<file path="config.mk">
export PLATFORM = sky130hd
export DESIGN_NAME = timing_fsm
export DESIGN_NICKNAME = d
export VERILOG_FILES = /design/src/rtl/timing_fsm_pkg.sv /design/src/rtl/timing_fsm_bank_timing.sv /design/src/rtl/timing_fsm.sv
export SDC_FILE = /design/constraint.sdc
export NUM_CORES = 1
export LEC_CHECK = 0
export ABC_AREA = 1
export BUFFER_PORTS_ARGS = -buffer_cell sky130_fd_sc_hd__buf_2
export CAP_MARGIN = 20
export CORE_MARGIN = 5
export CORE_UTILIZATION = 55
export CTS_CLUSTER_SIZE = 20
export DETAILED_ROUTE_END_ITERATION = 8
export GPL_TIMING_DRIVEN = 0
export PLACE_DENSITY = 0.83
export SLEW_MARGIN = 20
export SYNTH_ARGS = -nofsm -noshare
export SYNTH_HDL_FRONTEND = slang
export SYNTH_SLANG_ARGS = --single-unit
</file>
<file path="constraint.sdc">
create_clock -name clk -period 7.66 [get_ports clk]
set_input_delay 0.766 -clock clk [delete_from_list [all_inputs] [get_ports clk]]
set_output_delay 0.766 -clock clk [all_outputs]
set_load 0.01 [all_outputs]
</file>
<file path="src/rtl/timing_fsm_pkg.sv">
// -----------------------------------------------------------------------------
// timing_fsm_pkg
// Shared definitions for the per-bank DRAM timing tracker:
//   - bank_state_e : 5-bit per-bank state codes exposed on BankFSM
//   - CMD_*        : bit positions inside the 19-bit one-hot command vector
//   - bank_cmd_e   : reduced command set that actually reaches a bank
//   - cnt_width()  : width of a down-counter able to hold the longest duration
// -----------------------------------------------------------------------------
package timing_fsm_pkg;

  typedef enum logic [4:0] {
    ST_IDLE        = 5'h00,
    ST_ACTIVATING  = 5'h01,
    ST_ACTIVE      = 5'h03,
    ST_PRECHARGING = 5'h0a,
    ST_READING     = 5'h0b,
    ST_READING_AP  = 5'h0c,
    ST_REFRESHING  = 5'h0d,
    ST_WRITING     = 5'h12,
    ST_WRITING_AP  = 5'h13
  } bank_state_e;

  localparam int unsigned CMD_NUM = 19;

  localparam logic [4:0] CMD_ACT  = 5'd18;
  localparam logic [4:0] CMD_BST  = 5'd17;
  localparam logic [4:0] CMD_CFG  = 5'd16;
  localparam logic [4:0] CMD_CKEH = 5'd15;
  localparam logic [4:0] CMD_CKEL = 5'd14;
  localparam logic [4:0] CMD_DPD  = 5'd13;
  localparam logic [4:0] CMD_DPDX = 5'd12;
  localparam logic [4:0] CMD_MRR  = 5'd11;
  localparam logic [4:0] CMD_MRW  = 5'd10;
  localparam logic [4:0] CMD_PD   = 5'd9;
  localparam logic [4:0] CMD_PDX  = 5'd8;
  localparam logic [4:0] CMD_PR   = 5'd7;
  localparam logic [4:0] CMD_PRA  = 5'd6;
  localparam logic [4:0] CMD_RD   = 5'd5;
  localparam logic [4:0] CMD_RDA  = 5'd4;
  localparam logic [4:0] CMD_REF  = 5'd3;
  localparam logic [4:0] CMD_SRF  = 5'd2;
  localparam logic [4:0] CMD_WR   = 5'd1;
  localparam logic [4:0] CMD_WRA  = 5'd0;

  // Commands that can change a bank's state; everything else collapses to NONE.
  typedef enum logic [3:0] {
    BCMD_NONE = 4'd0,
    BCMD_ACT  = 4'd1,
    BCMD_PR   = 4'd2,
    BCMD_PRA  = 4'd3,
    BCMD_RD   = 4'd4,
    BCMD_RDA  = 4'd5,
    BCMD_REF  = 4'd6,
    BCMD_WR   = 4'd7,
    BCMD_WRA  = 4'd8
  } bank_cmd_e;

  // Bits needed to hold the largest of the given cycle counts (at least 1).
  function automatic int unsigned cnt_width(input int unsigned d0, input int unsigned d1,
                                            input int unsigned d2, input int unsigned d3,
                                            input int unsigned d4, input int unsigned d5);
    int unsigned mx;
    mx = d0;
    if (d1 > mx) mx = d1;
    if (d2 > mx) mx = d2;
    if (d3 > mx) mx = d3;
    if (d4 > mx) mx = d4;
    if (d5 > mx) mx = d5;
    return (mx < 1) ? 1 : $clog2(mx + 1);
  endfunction

endpackage

</file>
<file path="src/rtl/timing_fsm_bank_timing.sv">
// -----------------------------------------------------------------------------
// bank_timing
// State register, residency down-counter and transition logic of one bank.
// Ports:
//   clk      in  clock, rising edge
//   reset_n  in  synchronous active-low reset
//   cmd_i    in  command already filtered for this bank (NONE if not addressed)
//   state_o  out registered 5-bit state code
// -----------------------------------------------------------------------------
module bank_timing
  import timing_fsm_pkg::*;
#(
  parameter int unsigned BL    = 8,
  parameter int unsigned T_RCD = 17,
  parameter int unsigned T_WR  = 14,
  parameter int unsigned T_RP  = 17,
  parameter int unsigned T_RFC = 34,
  parameter int unsigned CW    = 6
) (
  input  logic       clk,
  input  logic       reset_n,
  input  bank_cmd_e  cmd_i,
  output logic [4:0] state_o
);

  bank_state_e   state_q, state_d;
  logic [CW-1:0] cnt_q, cnt_d;
  logic          expired;

  // The counter is loaded with the full residency on entry; the exit edge is
  // the one that sees it at 1, so the state is visible for exactly that many cycles.
  assign expired = (cnt_q == CW'(1));

  // Next-state and timer logic for one bank.
  always_comb begin
    state_d = state_q;
    cnt_d   = cnt_q;
    case (state_q)
      ST_IDLE: begin
        if (cmd_i == BCMD_ACT) begin
          state_d = ST_ACTIVATING;
          cnt_d   = CW'(T_RCD);
        end else if (cmd_i == BCMD_REF) begin
          state_d = ST_REFRESHING;
          cnt_d   = CW'(T_RFC);
        end else begin
          state_d = ST_IDLE;
        end
      end
      ST_ACTIVATING: begin
        if (expired) begin
          state_d = ST_ACTIVE;
          cnt_d   = '0;
        end else begin
          cnt_d = cnt_q - CW'(1);
        end
      end
      ST_ACTIVE, ST_READING, ST_WRITING: begin
        // A new column command or precharge restarts the window and takes
        // priority over a read/write window ending on the same edge.
        case (cmd_i)
          BCMD_RD: begin
            state_d = ST_READING;
            cnt_d   = CW'(BL);
          end
          BCMD_RDA: begin
            state_d = ST_READING_AP;
            cnt_d   = CW'(BL);
          end
          BCMD_WR: begin
            state_d = ST_WRITING;
            cnt_d   = CW'(T_WR);
          end
          BCMD_WRA: begin
            state_d = ST_WRITING_AP;
            cnt_d   = CW'(T_WR);
          end
          BCMD_PR, BCMD_PRA: begin
            state_d = ST_PRECHARGING;
            cnt_d   = CW'(T_RP);
          end
          default: begin
            // ACTIVE has no timer running, so it just holds.
            if (state_q == ST_ACTIVE) begin
              state_d = ST_ACTIVE;
            end else if (expired) begin
              state_d = ST_ACTIVE;
              cnt_d   = '0;
            end else begin
              cnt_d = cnt_q - CW'(1);
            end
          end
        endcase
      end
      ST_READING_AP, ST_WRITING_AP: begin
        if (expired) begin
          state_d = ST_PRECHARGING;
          cnt_d   = CW'(T_RP);
        end else begin
          cnt_d = cnt_q - CW'(1);
        end
      end
      ST_PRECHARGING, ST_REFRESHING: begin
        if (expired) begin
          state_d = ST_IDLE;
          cnt_d   = '0;
        end else begin
          cnt_d = cnt_q - CW'(1);
        end
      end
      default: begin
        state_d = ST_IDLE;
        cnt_d   = '0;
      end
    endcase
  end

  // State and timer registers with synchronous reset.
  always_ff @(posedge clk) begin
    if (!reset_n) begin
      state_q <= ST_IDLE;
      cnt_q   <= '0;
    end else begin
      state_q <= state_d;
      cnt_q   <= cnt_d;
    end
  end

  assign state_o = state_q;

endmodule

</file>
<file path="src/rtl/timing_fsm.sv">
// -----------------------------------------------------------------------------
// timing_fsm
// Per-bank DRAM timing tracker. Resolves the one-hot command vector (highest
// set bit wins), routes it to the addressed bank (PRA to every bank) and
// exposes each bank's registered state code.
// Ports:
//   clk      in  clock, rising edge
//   reset_n  in  synchronous active-low reset
//   bg       in  bank group address (ignored when BGWIDTH = 0)
//   ba       in  bank address within group
//   commands in  19-bit one-hot command, ACT = bit 18 ... WRA = bit 0
//   BankFSM  out [group][bank] 5-bit state codes
// -----------------------------------------------------------------------------
module timing_fsm
  import timing_fsm_pkg::*;
#(
  parameter int unsigned BGWIDTH = 2,
  parameter int unsigned BAWIDTH = 2,
  parameter int unsigned BL      = 8,
  parameter int unsigned T_RCD   = 17,
  parameter int unsigned T_CL    = 17,
  parameter int unsigned T_WR    = 14,
  parameter int unsigned T_RP    = 17,
  parameter int unsigned T_RFC   = 34
) (
  input  logic                                                  clk,
  input  logic                                                  reset_n,
  input  logic [((BGWIDTH > 0) ? BGWIDTH : 1)-1:0]               bg,
  input  logic [BAWIDTH-1:0]                                    ba,
  input  logic [CMD_NUM-1:0]                                    commands,
  output logic [(2**BGWIDTH)-1:0][(2**BAWIDTH)-1:0][4:0]         BankFSM
);

  localparam int unsigned BGW           = (BGWIDTH > 0) ? BGWIDTH : 1;
  localparam int unsigned BANKGROUPS    = 2 ** BGWIDTH;
  localparam int unsigned BANKSPERGROUP = 2 ** BAWIDTH;
  // One counter width for every bank, covering all timing parameters.
  localparam int unsigned CW = cnt_width(BL, T_RCD, T_CL, T_WR, T_RP, T_RFC);

  logic [4:0] win_idx;
  logic       win_vld;
  bank_cmd_e  win_cmd;

  // Highest-index set bit wins: later loop iterations overwrite earlier ones.
  always_comb begin
    win_idx = 5'd0;
    win_vld = 1'b0;
    for (int i = 0; i < CMD_NUM; i++) begin
      win_vld = win_vld | commands[i];
      win_idx = commands[i] ? 5'(i) : win_idx;
    end
  end

  // Map the winning bit to the reduced bank command set.
  always_comb begin
    win_cmd = BCMD_NONE;
    if (win_vld) begin
      case (win_idx)
        CMD_ACT: win_cmd = BCMD_ACT;
        CMD_PR:  win_cmd = BCMD_PR;
        CMD_PRA: win_cmd = BCMD_PRA;
        CMD_RD:  win_cmd = BCMD_RD;
        CMD_RDA: win_cmd = BCMD_RDA;
        CMD_REF: win_cmd = BCMD_REF;
        CMD_WR:  win_cmd = BCMD_WR;
        CMD_WRA: win_cmd = BCMD_WRA;
        default: win_cmd = BCMD_NONE;
      endcase
    end else begin
      win_cmd = BCMD_NONE;
    end
  end

  for (genvar g = 0; g < BANKGROUPS; g++) begin : g_grp
    for (genvar b = 0; b < BANKSPERGROUP; b++) begin : g_bank
      logic      sel;
      bank_cmd_e bank_cmd;

      assign sel = ((BGWIDTH == 0) || (bg == BGW'(g))) && (ba == BAWIDTH'(b));
      // PRA is broadcast; every other command only reaches the addressed bank.
      assign bank_cmd = (win_cmd == BCMD_PRA) ? BCMD_PRA :
                        (sel ? win_cmd : BCMD_NONE);

      bank_timing #(
        .BL    (BL),
        .T_RCD (T_RCD),
        .T_WR  (T_WR),
        .T_RP  (T_RP),
        .T_RFC (T_RFC),
        .CW    (CW)
      ) u_bank (
        .clk     (clk),
        .reset_n (reset_n),
        .cmd_i   (bank_cmd),
        .state_o (BankFSM[g][b])
      );
    end
  end

endmodule

</file>
Word-level counts from Yosys, hierarchy flattened:

Memories as Yosys holds them, arrays and structs flattened.
Index checks and enable logic that the tools add are counted.

* bits in registers: 176
* ROM bits: 128
* memories kept: 1

Memory list
* (no name shown): depth 32, width 4, rd ports 1, clocked after Yosys merged registers in 0, wr ports 0, RTL line timing_fsm.sv:58 `case (win_idx)`

* equal/unequal tests: 343
* mux-type cells: 291
* reduce and logical (&&, ||, !) cells: 178
* $add $sub $neg: 16
* bitwise logic cells: 18

Operator list (number)
* case mux 5 bit (5 select lines): 32
* 2-to-1 mux 6 bit: 80
* 2-to-1 mux 5 bit: 83
* case mux 6 bit (4 select lines): 16
* == test 5 x 4 -> 1 bit, second input constant: 64
* case mux 6 bit (3 select lines): 16
* == test 4 x 3 -> 1 bit, second input constant: 64
* 2-to-1 mux 4 bit: 57
* == test 5 bit, second input constant: 32
* OR reduction 2 bit: 80
* == test 4 x 2 -> 1 bit, second input constant: 33
* == test 6 x 1 -> 1 bit, second input constant: 16
* OR reduction 3 bit: 32
* subtractor 6 x 1 -> 6 bit, second input constant: 16
* == test 5 x 1 -> 1 bit, second input constant: 16
* == test 5 x 2 -> 1 bit, second input constant: 16
* zero test 5 bit: 16
* != test 5 bit, second input constant: 16
* == test 4 x 1 -> 1 bit, second input constant: 16
* == test 4 bit, second input constant: 16
* != test 2 x 1 -> 1 bit, second input constant: 32
* AND reduction 2 bit: 32
* != test 3 x 1 -> 1 bit, second input constant: 16
* bitwise OR 1 bit: 18
* other kinds (7): 31

Depth between registers and ports, before layout:

An unclocked memory read counts as a cell.

* depth in word-level cells: 26
* depth in mapped cells: 35
* gate-level depth less buffers: 33

Cells and area by module:

From an unflattened synthesis, not the netlist that was laid out.

* cell total of the unflattened synthesis: 3240
* area total of the unflattened synthesis: 17817.1 um^2

By module, submodules not included
* bank_timing (g_grp[0].g_bank[3].u_bank ...): area an instance 1042.2 um^2, cells an instance 188, times used 13, sequential area each 220.2 um^2
* bank_timing (g_grp[0].g_bank[0].u_bank ...): area an instance 1067.3 um^2, cells an instance 188, times used 3, sequential area each 220.2 um^2
* timing_fsm: area an instance 1066.0 um^2, cells an instance 232, times used 1, sequential area each 0.0 um^2

Least setup slack after synthesis:

No wires, ideal clock.

* path type: input to register
* start: in commands[14]
* end: reg g_grp[2].g_bank[2].u_bank.cnt_q[1]
* data required time: 7528 ps
* arrival: 3067 ps
* stages: 20
* setup slack: 4460 ps
* path buffers: 1
* cell sequence: nor4_1 > inv_1 > nor2_2 > nand2_1 > a41oi_4 > and3_1 > nand2_1 > nand2_4 > nor2_4 > nand2_2 > buf_6 > nand2_1 > nand2_1 > nand3_1 > nor2_4 > nand2_1 > o21ai_2 > inv_2 > o21ai_1 > a21oi_1

* word-level cells in the longest chain between the ends: 13

RTL lines
* start, declared: RTL line timing_fsm.sv:30 `input logic [CMD_NUM-1:0] commands,`
* 2-to-1 mux 4 bit (2 in series): RTL line timing_fsm.sv:50 `win_idx = commands[i] ? 5'(i) : win_idx;`
* 2-to-1 mux 5 bit (3 in series): RTL line timing_fsm.sv:50
* memory read (32 x 4 bit)
* 2-to-1 mux 4 bit (*): RTL line timing_fsm.sv:57 `if (win_vld) begin`
* == test 4 x 2 -> 1 bit / 2-to-1 mux 4 bit (equally long branches): RTL line timing_fsm.sv:81, timing_fsm.sv:82
* 2-to-1 mux 4 bit (*): RTL line timing_fsm.sv:81 `assign bank_cmd = (win_cmd == BCMD_PRA) ? BCMD_PRA :`
* == test 4 x 2 -> 1 bit, or another cell as far along: RTL line timing_fsm_bank_timing.sv:61 `case (cmd_i)`
* OR reduction 2 bit (on tied branches)
* case mux 6 bit (3 select lines) / != test 5 bit (equally long branches)
* case mux 6 bit (4 select lines) / AND reduction 2 bit (equally long branches)
* end signal, assigned: RTL line timing_fsm_bank_timing.sv:125 `cnt_q <= cnt_d;`
* end, declared: RTL line timing_fsm_bank_timing.sv:27 `logic [CW-1:0] cnt_q, cnt_d;`

Mark *: on every way between the ends. The rest lies on a longest branch, timed or not.
A chain may end at the register's enable or synchronous reset.

Worst setup path after layout:

* start: in commands[14]
* end: reg g_grp[1].g_bank[0].u_bank.cnt_q[0]

* word-level cells in the longest chain between the ends: 13

RTL lines (RTL line)
* 2-to-1 mux 4 bit (2 in series): timing_fsm.sv:50
* 2-to-1 mux 5 bit (3 in series): timing_fsm.sv:50
* memory read (32 x 4 bit)
* 2-to-1 mux 4 bit (*): timing_fsm.sv:57
* == test 4 x 2 -> 1 bit / 2-to-1 mux 4 bit (equally long branches): timing_fsm.sv:81, timing_fsm.sv:82
* 2-to-1 mux 4 bit (*): timing_fsm.sv:81
* == test 4 x 2 -> 1 bit, or another cell as far along: timing_fsm_bank_timing.sv:61
* OR reduction 2 bit
* case mux 6 bit (3 select lines) / != test 5 bit (equally long branches)
* case mux 6 bit (4 select lines) / AND reduction 2 bit (equally long branches)
* end signal, assigned: timing_fsm_bank_timing.sv:125
* end, declared: timing_fsm_bank_timing.sv:27

Marked as above.

==> impl_metrics.json <==
{
  "vias": 21500,
  "start_util": 0.559,
  "rsz0062_at_grt": "false",
  "die_y_um": 187,
  "regArea_um2": 3520,
  "clkTransAtPathRegs_ns": 0.07,
  "ys_types": 65,
  "maxCapViolations": 0,
  "period_needed_ns": 3.91,
  "synth_flop_cell": "dfxtp_1",
  "power.density_nw_per_um2": 115,
  "grtUsageTotal": 0.326,
  "clock.fmax_mhz": 256,
  "wl_mm": 59.6,
  "total_power_mw": 2.17,
  "tritoncts": "built",
  "ios": 105,
  "relSlewSlack": 0.197,
  "gp_congestion": 1.00,
  "arrival_ns": 4.28,
  "async_flop_share": 0,
  "grt_pass1_wl_mm": 96.6,
  "cts_resized": 0,
  "post_cts_buffers": 0,
  "synth_edf_count": 0,
  "reg2reg_from": "g_grp[0].g_bank[3].u_bank.state_o[1]$_SDFFE_PN0P_",
  "ys_ff_latch": 176,
  "outcome": "finished, final reports clean",
  "cts_sinks": 176,
  "r2r_slack_ns": 4.89,
  "die_area_um2": 34900,
  "nets": 3294,
  "synth.avg_cell_area_um2": 5.52,
  "area_delta_synth_final_pct": 9.61,
  "route.detailed.drc": 0,
  "reg2regPathDepth": 9,
  "multi_input_area_um2": 11400,
  "die_x_um": 187,
  "num_rows": 64,
  "finClkSkew_ns": 0.0144,
  "fillers": 3064,
  "start_kind": "input port",
  "hold_path.class": "flop to flop",
  "hold_end": "g_grp[1].g_bank[2].u_bank.cnt_q[1]$_SDFFE_PN0P_",
  "synth_top_area_cell": "nand2_1",
  "syn_inst": 3115,
  "hold_buffers": 0,
  "first_pass_iters": 7,
  "endpoint_kind": "flop",
  "r2r-end": "g_grp[0].g_bank[3].u_bank.cnt_q[4]$_SDFFE_PN0P_",
  "finalHoldViolCount": 0,
  "io_buffers": 103,
  "min_from": "g_grp[1].g_bank[2].u_bank.cnt_q[1]$_SDFFE_PN0P_",
  "place_hpwl_mm": 44.2,
  "wl_per_cell_um": 16.3,
  "final_core_util": 0.613,
  "p_leak_nw": 9.52,
  "clkLatencyLatePin_ns": 0.46,
  "critPathMaxFanout": 7,
  "worst_slew_pin_slew_ns": 1.20,
  "slew_violations": 0,
  "netlist_area_um2": 17200,
  "synthTopCellsByArea": "nand2_1, dfxtp_1, inv_1",
  "yosysSeqAreaShare": 0.205,
  "setup_tns_ns": 0,
  "h-tree-depth": 4,
  "root_buffer": "clkbuf_16",
  "synth_nets": 3172,
  "core_area_um2": 30700,
  "viasPerCell": 5.90,
  "worstSetupPathType": "input port to flop",
  "cts_buffers": 17,
  "overflow": 0,
  "grt_pass1_vias": 20000,
  "netlist.area_leader.share": 0.208,
  "grt_max_degree": 17,
  "cts_max_path_buffers": 2,
  "drive_gt1_frac": 0.0809,
  "worstHoldPathCells": 2,
  "crit_required_ns": 8.03,
  "setup_viol": 0,
  "first_iter_violations": 2311,
  "ys_warn_count": 0,
  "peakVddDrop_v": 0.000142,
  "period_share": 0.511,
  "grt_antenna_before_repair": 2,
  "ant_nets": 0
}
-- flip-flops by register name (all words and copies together), names as in the netlist --
| name | cells |
|---|---|
| g_grp.g_bank.u_bank.cnt_q | 96 |
| g_grp.g_bank.u_bank.state_o | 80 |
-- power by group --
group | total, mW | switching (mW) | internal (mW)
combinational | 0.252 | 0.176 | 0.0762
sequential | 0.935 | 0.00947 | 0.925
clock | 0.985 | 0.404 | 0.581
-- final cells by class --
| class | instances | area share |
|---|---|---|
| Sequential cell | 176 | 0.187 |
| Tap cell | 396 | 0.0263 |
| Antenna cell | 1 | 0.000133 |
| Timing Repair Buffer | 103 | 0.0273 |
| Inverter | 524 | 0.104 |
| Clock inverter | 8 | 0.00803 |
| Multi-Input combinational cell | 2342 | 0.602 |
| Clock buffer | 23 | 0.0259 |
| Buffer | 73 | 0.0190 |
-- cells in the mapped netlist, types with 4 or more instances --
| library cell | count |
|---|---|
| buf_4 | 7 |
| o2111ai_1 | 6 |
| nand4_1 | 98 |
| o22ai_1 | 7 |
| nand3_2 | 5 |
| o21ai_0 | 144 |
| nor2_2 | 10 |
| buf_2 | 11 |
| o221ai_1 | 5 |
| nor3b_1 | 4 |
| o21bai_1 | 7 |
| dfxtp_1 | 176 |
| inv_2 | 19 |
| xor2_1 | 26 |
| nor4_1 | 25 |
| o211ai_1 | 31 |
| clkinv_1 | 5 |
| a31o_2 | 7 |
| buf_6 | 6 |
| nor3_1 | 53 |
| nand3b_1 | 10 |
| a21oi_1 | 206 |
| o32ai_1 | 4 |
| o31ai_1 | 13 |
| inv_1 | 500 |
| ha_1 | 32 |
| a211oi_1 | 5 |
| nor2_4 | 10 |
| nand2_1 | 954 |
| nand3_1 | 241 |
| a31oi_1 | 12 |
| o21ai_2 | 11 |
| o21ai_1 | 9 |
| clkbuf_1 | 49 |
| nor2_1 | 336 |
| nand2_2 | 8 |
| or2_2 | 14 |
| o21a_1 | 6 |
-- how the worst max path moves through the flow --
stage | from | endpoint | slack, ns | depth (start not counted)
global route | commands[2] | g_grp[1].g_bank[2].u_bank.cnt_q[4]$_SDFFE_PN0P_ | 3.54 | 31
detailed placement | commands[16] | g_grp[1].g_bank[3].u_bank.cnt_q[5]$_SDFFE_PN0P_ | 3.47 | 19
floorplan | commands[14] | g_grp[2].g_bank[2].u_bank.cnt_q[1]$_SDFFE_PN0P_ | 4.46 | 20
global placement | commands[1] | g_grp[1].g_bank[3].u_bank.cnt_q[5]$_SDFFE_PN0P_ | 3.50 | 29
finish | commands[14] | g_grp[1].g_bank[0].u_bank.cnt_q[0]$_SDFFE_PN0P_ | 3.75 | 18
CTS | commands[14] | g_grp[1].g_bank[0].u_bank.cnt_q[0]$_SDFFE_PN0P_ | 3.93 | 18
-- through the flow --
| step | cell area (µm²) | instances | setup slack (ns) | hold slack [ns] |
|---|---|---|---|---|
| floorplan | 17200 | 3115 | 4.46 | 0.441 |
| global placement | 18200 | 3614 | 3.50 | 0.450 |
| detailed placement | 18200 | 3614 | 3.47 | 0.454 |
| CTS | 18900 | 3645 | 3.93 | 0.465 |
| global route | 18900 | 3645 | 3.54 | 0.479 |
| finish | 18900 | 3646 | 3.75 | 0.464 |
-- layout by cell type, fill, tap and decap left out, drive strengths merged, types with 4 or more instances in the layout --
cell type  instances
a211oi             5
a21oi            211
a22oi              4
a31o               7
a31oi             12
buf              127
bufinv             4
clkbuf            72
clkinv             5
dfxtp            176
ha                32
inv              520
nand2            964
nand3            248
nand3b            10
nand4             99
nor2             356
nor3              54
nor3b              4
nor4              26
o2111ai            6
o211ai            32
o21a               6
o21ai            164
o21bai             7
o221ai             5
o22ai             13
o31ai             14
o32ai              4
or2               14
xor2              26
-- per-layer routing --
metal,vias to the layer above,wire length (µm),global-route usage
li1,10300,-,-
met3,246,6230,0.0625
met5,-,20,0
met2,1213,26700,0.531
met1,9736,23600,0.413
met4,2,3040,0.163
-- kinds of logic after synthesis --
kind of cell	after synthesis	synth area share
AO/OA/AOI/OAI	501	0.176
XOR/XNOR	27	0.0137
adder cells (fa/ha/maj)	32	0.0233
buffers and inverters	597	0.135
flip-flops	176	0.205
AND/OR/NAND/NOR	1782	0.447
-- critical path, cell delays in order --
cell and delay, ns:
buf_2 0.10, nor4_1 0.29, inv_1 0.11, a31oi_1 0.32, nor2_4 0.08, inv_2 0.13
nor2_1 0.06, inv_2 0.13, nand3_1 0.36, nand2_1 0.41, inv_1 0.23, o21ai_0 0.37
nand2_1 0.12, nor2_2 0.29, nand2_1 0.10, o21ai_2 0.14, nand2_1 0.08, a21oi_1 0.15
Power figures use the tool's default switching activity.
